[config.mk]
export PLATFORM = sky130hd
export DESIGN_NAME = disp_share_arb
export DESIGN_NICKNAME = d
export VERILOG_FILES = /design/src/rtl/disp_share_arb_pkg.sv /design/src/rtl/disp_share_arb_rr_pick.sv /design/src/rtl/disp_share_arb.sv
export SDC_FILE = /design/constraint.sdc
export NUM_CORES = 1
export LEC_CHECK = 0
export CELL_PAD_IN_SITES_DETAIL_PLACEMENT = 1
export CELL_PAD_IN_SITES_GLOBAL_PLACEMENT = 2
export CORE_ASPECT_RATIO = 2
export CORE_UTILIZATION = 24
export CTS_CLUSTER_SIZE = 16
export DETAILED_ROUTE_END_ITERATION = 6
export DONT_BUFFER_PORTS = 1
export GPL_ROUTABILITY_DRIVEN = 0
export GPL_TIMING_DRIVEN = 0
export PLACE_DENSITY = 0.59
export SLEW_MARGIN = 10
export SYNTH_ARGS = -nofsm -noshare
export SYNTH_HDL_FRONTEND = slang
export SYNTH_SLANG_ARGS = --single-unit
[constraint.sdc]
create_clock -name clk_i -period 4 [get_ports clk_i]
set_input_delay 0.6 -clock clk_i [delete_from_list [all_inputs] [get_ports clk_i]]
set_output_delay 0.6 -clock clk_i [all_outputs]
set_load 0.01 [all_outputs]
[src/rtl/disp_share_arb_pkg.sv]
// Shared definitions for the display-sharing arbiter: requester count, FSM encoding,
// digit width and the blank decimal-point pattern.
package disp_share_arb_pkg;

  localparam int unsigned NReq   = 4;
  localparam int unsigned IdxW   = 2;
  localparam int unsigned DigitW = 4;

  // Decimal points are active-low, so all-ones means every dp is off.
  localparam logic [3:0] DpOff = 4'b1111;

  typedef enum logic {
    StIdle = 1'b0,
    StShow = 1'b1
  } state_e;

  function automatic logic [NReq-1:0] onehot(input logic [IdxW-1:0] idx);
    logic [NReq-1:0] oh;
    oh      = '0;
    oh[idx] = 1'b1;
    return oh;
  endfunction

endpackage

[src/rtl/disp_share_arb_rr_pick.sv]
// Combinational round-robin selector: first requester (not excluded) searching
// ptr+1, ptr+2, ... ptr+NReq, wrapping modulo NReq.
module disp_share_arb_rr_pick
  import disp_share_arb_pkg::*;
(
  input  logic [NReq-1:0] req_i,
  input  logic [IdxW-1:0] ptr_i,
  input  logic [NReq-1:0] exclude_i,
  output logic            valid_o,
  output logic [IdxW-1:0] idx_o
);

  logic [IdxW-1:0] cand;

  // Scan candidates in rotating order and latch the first eligible one.
  always_comb begin
    valid_o = 1'b0;
    idx_o   = ptr_i;
    cand    = ptr_i;
    for (int unsigned i = 1; i <= NReq; i++) begin
      cand = ptr_i + IdxW'(i);
      if (!valid_o && req_i[cand] && !exclude_i[cand]) begin
        valid_o = 1'b1;
        idx_o   = cand;
      end
    end
  end

endmodule

[src/rtl/disp_share_arb.sv]
// Round-robin arbiter sharing one 4-digit 7-segment display among four requesters.
// The winner is held for at least Dwell cycles while it keeps requesting; gnt, digits,
// dp and blank are all registered and change on the same edge.
module disp_share_arb
  import disp_share_arb_pkg::*;
#(
  parameter int unsigned Dwell = 50_000_000,
  parameter int unsigned CntW  = 26
) (
  input  logic              clk_i,
  input  logic              rst_ni,
  input  logic [NReq-1:0]   req_i,
  input  logic [15:0]       data0_i,
  input  logic [15:0]       data1_i,
  input  logic [15:0]       data2_i,
  input  logic [15:0]       data3_i,
  input  logic [3:0]        dp0_i,
  input  logic [3:0]        dp1_i,
  input  logic [3:0]        dp2_i,
  input  logic [3:0]        dp3_i,
  output logic [NReq-1:0]   gnt_o,
  output logic [DigitW-1:0] hex3_o,
  output logic [DigitW-1:0] hex2_o,
  output logic [DigitW-1:0] hex1_o,
  output logic [DigitW-1:0] hex0_o,
  output logic [3:0]        dp_out_o,
  output logic              blank_o
);

  localparam logic [CntW-1:0] CntLoad = CntW'(Dwell - 1);

  state_e          state_q, state_d;
  logic [IdxW-1:0] idx_q, idx_d;
  logic [IdxW-1:0] ptr_q, ptr_d;
  logic [CntW-1:0] cnt_q, cnt_d;
  logic [NReq-1:0] gnt_q, gnt_d;
  logic [15:0]     hex_q, hex_d;
  logic [3:0]      dp_q, dp_d;
  logic            blank_q, blank_d;

  logic [15:0]     data_arr [NReq];
  logic [3:0]      dp_arr   [NReq];

  logic [NReq-1:0] excl;
  logic            pick_valid;
  logic [IdxW-1:0] pick_idx;
  logic            repick;

  assign data_arr[0] = data0_i;
  assign data_arr[1] = data1_i;
  assign data_arr[2] = data2_i;
  assign data_arr[3] = data3_i;
  assign dp_arr[0]   = dp0_i;
  assign dp_arr[1]   = dp1_i;
  assign dp_arr[2]   = dp2_i;
  assign dp_arr[3]   = dp3_i;

  disp_share_arb_rr_pick u_rr_pick (
    .req_i     (req_i),
    .ptr_i     (ptr_q),
    .exclude_i (excl),
    .valid_o   (pick_valid),
    .idx_o     (pick_idx)
  );

  // Next-state: hold the grant while it is requested and dwelling, otherwise re-pick.
  always_comb begin
    state_d = state_q;
    idx_d   = idx_q;
    ptr_d   = ptr_q;
    cnt_d   = cnt_q;
    excl    = '0;
    repick  = 1'b0;

    unique case (state_q)
      StIdle: repick = 1'b1;
      StShow: begin
        if (!req_i[idx_q]) begin
          // Owner withdrew early: hand over to the remaining requesters.
          excl   = onehot(idx_q);
          repick = 1'b1;
        end else if (cnt_q != '0) begin
          cnt_d = cnt_q - 1'b1;
        end else begin
          // Dwell expired: full rotation from ptr+1, owner last.
          repick = 1'b1;
        end
      end
      default: repick = 1'b1;
    endcase

    if (repick) begin
      if (pick_valid) begin
        state_d = StShow;
        idx_d   = pick_idx;
        ptr_d   = pick_idx;
        cnt_d   = CntLoad;
      end else begin
        state_d = StIdle;
        cnt_d   = '0;
      end
    end
  end

  // Output next-state derived from the next grant so everything moves on one edge.
  always_comb begin
    if (state_d == StShow) begin
      gnt_d   = onehot(idx_d);
      hex_d   = data_arr[idx_d];
      dp_d    = dp_arr[idx_d];
      blank_d = 1'b0;
    end else begin
      gnt_d   = '0;
      hex_d   = '0;
      dp_d    = DpOff;
      blank_d = 1'b1;
    end
  end

  // State and registered outputs; reset points ptr at 3 so requester 0 wins first.
  always_ff @(posedge clk_i or negedge rst_ni) begin
    if (!rst_ni) begin
      state_q <= StIdle;
      idx_q   <= '0;
      ptr_q   <= IdxW'(NReq - 1);
      cnt_q   <= '0;
      gnt_q   <= '0;
      hex_q   <= '0;
      dp_q    <= DpOff;
      blank_q <= 1'b1;
    end else begin
      state_q <= state_d;
      idx_q   <= idx_d;
      ptr_q   <= ptr_d;
      cnt_q   <= cnt_d;
      gnt_q   <= gnt_d;
      hex_q   <= hex_d;
      dp_q    <= dp_d;
      blank_q <= blank_d;
    end
  end

  assign gnt_o    = gnt_q;
  assign hex3_o   = hex_q[15:12];
  assign hex2_o   = hex_q[11:8];
  assign hex1_o   = hex_q[7:4];
  assign hex0_o   = hex_q[3:0];
  assign dp_out_o = dp_q;
  assign blank_o  = blank_q;

endmodule

==> results of run 1 <==
==> worst reg2reg max path, stage by stage, from the launching register on <==
cell      delay (ns)
dfrtp_1         0.40
inv_1           0.06
ha_1            0.19
or4b_4          0.51
nor4b_4         0.57
a211oi_1        0.28
a31oi_4         0.33
clkbuf_1        0.46
o22ai_1         0.14
==> cells in the mapped netlist (2+ instances only) <==
cell       n  area share [%]
buf_4      3            0.77
a211oi_1   5             1.3
nor4_1     5             1.1
or2_2      3            0.65
nor3_1    10             1.7
dfstp_2    7             6.3
o31ai_1    2            0.52
nor2_1    25             3.2
o22ai_1   16             3.4
dfrtp_1   49              42
nor3b_1    2            0.52
clkbuf_1   6            0.77
nand3_1    3            0.52
nand2_1    9             1.2
or4_1      2            0.52
a31oi_1    3            0.65
mux2i_1   37              13
a21oi_1   17             2.9
a211o_1    2            0.60
inv_1      3            0.39
xnor2_1   10             3.0
xor2_1    10             3.0
buf_6      3             1.2
nand2b_1   3            0.65
o21a_1     2            0.52
nor2b_1    4            0.86
or3_1      2            0.43
==> per-layer routing <==
layer | up-vias | GRT usage (%) | wire length, µm
met5 | - | 0 | 0
met4 | 0 | 4.68 | 163
met3 | 14 | 3.05 | 431
met2 | 91 | 26.6 | 4520
met1 | 1021 | 12.2 | 2490
li1 | 968 | - | -
==> kinds of logic after synthesis <==
group	share of synthesized area, %
buf+inv	4.17
xor+xnor	6.02
simple gates	14.2
fa+ha+maj	0.430
mux	13.5
flops	48.5
compound gates	13.2
==> repair_timing <==
item / 4_1_cts / 5_1_grt
setup endpoints to repair: 0 / 0
hold buffers: 1 / 0
hold endpoints to repair: 49 / 0
==> flip-flops by register name (all words and copies together), names as in the netlist <==
register  flops
gnt_o         4
cnt_q        26
blank_o       1
idx_q         2
dp_out_o      4
ptr_q         2
state_q       1
hex_q        16
==> power breakdown <==
part	leakage (nW)	internal (mW)	total, mW	switching [mW]
combinational	0.580	0.481	1.08	0.603
sequential	0.634	0.775	0.956	0.181
clock	0.0772	0.251	0.465	0.214
total	1.29	1.51	2.51	0.998
==> final cells by class <==
type                       instances  share of cell area, %
multi-input combinational        189                   42.1
tap                              145                   5.55
buffer                            14                   3.18
clock buffer                       6                   4.25
inverter                           4                  0.536
timing repair buffer               1                  0.842
clock inverter                     2                  0.421
sequential                        56                   43.1
==> stage by stage <==
| stage | worst slack, ns | hold slack, ns | power [mW] | cell area (µm²) | std cells |
|---|---|---|---|---|---|
| global route | 0.682 | 0.121 | 2.68 | 3270 | 417 |
| finish | 0.918 | 0.138 | 2.51 | 3270 | 417 |
| global placement | 0.869 | 0.308 | 2.05 | 3090 | 408 |
| floorplan | 1.41 | 0.304 | 1.79 | 2910 | 263 |
| CTS | 0.843 | 0.127 | 2.56 | 3270 | 417 |
| detailed placement | 0.847 | 0.308 | 2.07 | 3090 | 408 |
==> path summary, 6_finish.rpt <==
check,start,endpoint,slack [ns]
setup / recovery,cnt_q[0],hex_q[7],0.92
hold / removal,rst_ni,dp_out_o[0],0.14
setup reg to reg,cnt_q[0],hex_q[7],0.92
hold reg to reg,state_q,cnt_q[20],0.48
max in group asynchronous,rst_ni,cnt_q[11],3.62
min in group clk_i,state_q,cnt_q[20],0.48
==> flow_metrics.env, run 1 <==
export IMPL_crit_arrival_ns=3.24
export IMPL_synth_yosys_seq_area_share_pct=48.5
export IMPL_path_clk_slew_ns=0.08
export IMPL_timing_hold_worst_class="in -> async"
export IMPL_cpPeakStageDelay_ns=0.57
export IMPL_num_vias=2094
export IMPL_grt_antenna_before_repair=0
export IMPL_core_area_um2=11800
export IMPL_io_pins=111
export IMPL_cts_made_buffers=5
export IMPL_seqCellArea_um2=1410
export IMPL_initial_utilization_pct=24.7
export IMPL_hold_viol_final=0
export IMPL_maxCapViolations=0
export IMPL_post_drt_via_cell_ratio=5.02
export IMPL_die_y_um=158
export IMPL_final_setup_tns_ns=0
export IMPL_grt_pass1_vias=2403
export IMPL_antenna_diode_count=0
export IMPL_pin_count_of_the_biggest_net_entering_global_routing=50
export IMPL_synth_net_count=350
export IMPL_max_ir_drop_vdd_v=0.000568
export IMPL_post_cts_buffers=0
export IMPL_n_fill_cell=1356
export IMPL_dp_final_hpwl_um=5880
export IMPL_multi_input_gate_area_um2=1380
export IMPL_drc_errors=0
export IMPL_layout_cells_most_common_list="dfrtp_1 (49), mux2i_1 (37), nor2_1 (25)"
export IMPL_ctsHtreeMaxLevel=2
export IMPL_antenna_left=0
export IMPL_report_final_setup_viol=0
export IMPL_setup_worst_path_class="reg -> reg"
export IMPL_cts_buffer_depth=2
export IMPL_cts_resized=0
export IMPL_cts_sink_count=56
export IMPL_required_ns=4.16
export IMPL_p_leak_nw=1.29
export IMPL_tritoncts="built"
export IMPL_syn_inst=263
export IMPL_synth_seq_cells=56
export IMPL_grt_setup_unrepaired="no"
export IMPL_status="finished, final reports clean"
export IMPL_layout_commonest_cell="dfrtp_1"
export IMPL_max_frequency_mhz=324
export IMPL_drt_iter0_markers=75
export IMPL_grt_first_pass_wirelength_um=12500
export IMPL_final_net_count=358
export IMPL_worst_path_stages=8
export IMPL_worst_skew_pair_late_latency_ns=0.30
export IMPL_synth_enable_flop_cells=0
export IMPL_routed_wl_um=7600
export IMPL_finalClockSkew_ns=0.00770
export IMPL_cts_root_buf="clkbuf_16"
export IMPL_route_detailed_wl_per_inst_um=18.2
export IMPL_final_util_pct=27.8
export IMPL_design_die_area_um2=12600
export IMPL_port_buffers=0
export IMPL_reg2reg_depth=8
export IMPL_synth_lib_cells_used_distinct=47
export IMPL_synthesis_yosys_warnings=0
export IMPL_syn_mean_instance_area_um2=11.1
export IMPL_slew_limit_headroom_pct=36.8
export IMPL_async_flop_share_pct=100
export IMPL_die_w_um=79.8
export IMPL_layout_worst_path_cycle_share_pct=77.1
export IMPL_firstDrtPassIters=4
export IMPL_critPathMaxFanout=10
export IMPL_cpLargestDelayFamily="simple AND/OR/NAND/NOR gates"
export IMPL_netlist_area_um2=2910
export IMPL_cp_num_buf_inv=2
export IMPL_critPathSlowestCell="nor4b_4"
export IMPL_global_route_overflow_total=0
export IMPL_area_delta_synth_final_pct=12.4
export IMPL_endpoint_kind="flop"
export IMPL_worst_slew_pin_transition_ns=0.940
export IMPL_groute_usage_overall_pct=13.1
export IMPL_final_period_minus_worst_setup_slack_ns=3.08
export IMPL_start_kind="flop"
export IMPL_dominantRegCellSynth="dfrtp_1"
export IMPL_path_cells="inv_1 > ha_1 > or4b_4 > nor4b_4 > a211oi_1 > a31oi_4 > clkbuf_1 > o22ai_1"
export IMPL_rows=56
export IMPL_power_density_nw_per_um2=766
export IMPL_fin_max_slew_vios=0
export IMPL_ratio_of_cells_with_drive_above_1_in_the_final_layout_pct=13.6
(Power assumes the default switching activity.)
==> inputs of run 2 (changes only) <==
PLACE_DENSITY = 0.61   (was 0.59)
clock period = 2.6 ns   (was 4 ns; I/O delays follow)
==> flow_metrics.env, run 2 (synthesis gave the netlist of run 1 again) <==
export IMPL_critPathSlowestCell="or4b_4"
export IMPL_global_route_overflow_total=0
export IMPL_cpPeakStageDelay_ns=0.49
export IMPL_share_seq_of_total_power_pct=32.7
export IMPL_cts_made_buffers=5
export IMPL_grt_first_pass_wirelength_um=12900
export IMPL_routed_wl_um=8160
export IMPL_groute_usage_overall_pct=13.6
export IMPL_max_ir_drop_vdd_v=0.000783
export IMPL_grt_setup_unrepaired="yes"
export IMPL_layout_worst_path_cycle_share_pct=99.4
export IMPL_multi_input_gate_area_um2=1540
export IMPL_area_delta_synth_final_pct=25.6
export IMPL_worst_skew_pair_late_latency_ns=0.30
export IMPL_die_w_um=79.8
export IMPL_layout_commonest_cell="dfrtp_1"
export IMPL_internal_power_mw=2.74
export IMPL_pin_count_of_the_biggest_net_entering_global_routing=57
export IMPL_required_ns=2.82
export IMPL_firstDrtPassIters=2
export IMPL_grt_antenna_before_repair=0
export IMPL_crit_arrival_ns=2.80
export IMPL_io_pins=111
export IMPL_layout_cell_area_non_filler_um2=3650
export IMPL_dp_final_hpwl_um=5850
export IMPL_finalClockSkew_ns=0.0106
export IMPL_ctsHtreeMaxLevel=2
export IMPL_die_y_um=158
export IMPL_largest_register_ff_count=26
export IMPL_tritoncts="built"
export IMPL_seqCellArea_um2=1410
export IMPL_antenna_diode_count=0
export IMPL_pwr_share_clk_pct=15.6
export IMPL_setup_worst_path_class="reg -> reg"
export IMPL_crit_path_start="cnt_q[0]"
export IMPL_cts_buffer_depth=2
export IMPL_post_place_cells=408
export IMPL_slew_limit_headroom_pct=20.0
export IMPL_route_detailed_wl_per_inst_um=18.9
export IMPL_power_total_mw=4.53
export IMPL_maxCapViolations=0
export IMPL_endpoint_kind="flop"
export IMPL_path_cells="inv_2 > ha_4 > or4b_4 > nor4b_4 > buf_6 > a21oi_4 > o211ai_4 > clkinv_4 > buf_12 > mux2i_2 > a211oi_2"
export IMPL_hold_viol_final=0
export IMPL_placed_area_um2=3090
export IMPL_worst_slew_pin_transition_ns=1.19
export IMPL_layout_cells_most_common_list="dfrtp_1 (49), mux2i_1 (29), nor2_1 (24)"
export IMPL_design_die_area_um2=12600
export IMPL_final_net_count=372
export IMPL_critPathMaxFanout=6
export IMPL_final_setup_tns_ns=0
export IMPL_drt_iter0_markers=46
export IMPL_post_drt_via_cell_ratio=5.06
export IMPL_comb_power_share_pct=51.8
export IMPL_drc_errors=0
export IMPL_n_fill_cell=1358
export IMPL_stdcell_count=431
export IMPL_status="finished, final reports clean"
export IMPL_worstReg2RegEnd="dp_out_o[2]"
export IMPL_grt_pass1_vias=2466
export IMPL_cts_sink_count=56
export IMPL_reg2reg_depth=11
export IMPL_regToRegStartpoint="cnt_q[0]"
export IMPL_worst_setup_path_endpoint="dp_out_o[2]"
export IMPL_path_clk_slew_ns=0.08
export IMPL_r2r_setup_slack_ns=0.02
export IMPL_power_density_nw_per_um2=1240
export IMPL_p_leak_nw=1.42
export IMPL_fin_max_slew_vios=0
export IMPL_core_area_um2=11800
export IMPL_port_buffers=0
export IMPL_final_period_minus_worst_setup_slack_ns=2.58
export IMPL_ratio_of_cells_with_drive_above_1_in_the_final_layout_pct=26.6
export IMPL_swShare_pct=39.4
export IMPL_cts_root_buf="clkbuf_16"
export IMPL_initial_utilization_pct=24.7
export IMPL_rows=56
export IMPL_setup_slack_ns=0.0161
export IMPL_worstHoldPathCells=2
export IMPL_antenna_left=0
export IMPL_start_kind="flop"
export IMPL_net_switching_power_mw=1.78
export IMPL_pre_cts_ws_ns=-0.522
export IMPL_top_register="cnt_q"
export IMPL_max_frequency_mhz=387
export IMPL_reg_largest_list="cnt_q x26, hex_q x16"
export IMPL_timing_hold_worst_class="in -> reg"
export IMPL_num_vias=2182
export IMPL_report_final_setup_viol=0
[run 2: changes by cell type in the layout (fill, tap and decap cells not counted), sizes merged]
cell and delta:
buf +10, clkbuf +1, clkinv +1, dlygate4sd3 +1
inv +1
[run 2: worst min path at each step]
stage,start,end,slack [ns]
final,data0_i[1],hex_q[1],0.27
after detailed placement,rst_ni,cnt_q[18],0.1
after global routing,data0_i[1],hex_q[1],0.27
after CTS,data0_i[12],hex_q[12],0.28
after floorplan,rst_ni,cnt_q[0],0.09
after global placement,rst_ni,cnt_q[19],0.1
[run 2: repair_timing]
item	CTS	global route
gates cloned	1	3
pin swaps	6	7
resized for setup	20	28
setup endpoints to repair	40	34
setup buffers	6	3
endpoints found under the hold margin	56	0
hold buffers	2	0
[run 2: per-stage QoR]
step / hold slack [ns] / util [%]
after global placement: 0.0983 / 26.2
after detailed placement: 0.0975 / 26.2
after global routing: 0.274 / 31.0
final: 0.270 / 31.0
after floorplan: 0.0944 / -
after CTS: 0.283 / 29.3
[run 2: power by group through the flow]
stage,Clock (mW),Sequential (mW),Combinational [mW]
4_1_cts,0.730,1.48,2.05
5_1_grt,0.756,1.52,2.52
6_report,0.706,1.48,2.34
2_1_floorplan,0,1.42,1.34
3_3_place_gp,0,1.50,1.66
3_5_place_dp,0,1.49,1.70
[run 2: worst max-delay path: cells and delay by family, from the launching register on]
| kind | cells | cell delay (ns) |
|---|---|---|
| AND/OR/NAND/NOR | 2 | 0.73 |
| multiplexers | 1 | 0.15 |
| AO/OA/AOI/OAI | 3 | 0.52 |
| buffers and inverters | 4 | 0.57 |
| adder cells (fa/ha/maj) | 1 | 0.12 |
| flip-flops | 1 | 0.41 |
[run 2: layout make-up]
cell class	instances	area share, %
clock inverters	3	0.685
flip-flops and latches	56	38.6
clock buffers	5	3.43
multi-input cells	189	42.3
inverters	4	0.548
repair inverters	1	0.308
repair buffers	14	5.55
well taps	145	4.97
plain buffers	14	3.60
[run 2: per-layer routing]
metal / track usage (%) / vias up / share of wire [%]
met5: 0 / - / 0
met4: 4.68 / 0 / 1.3
met3: 2.65 / 5 / 4.7
met2: 27.3 / 91 / 61
met1: 13.1 / 1089 / 33
li1: - / 997 / -
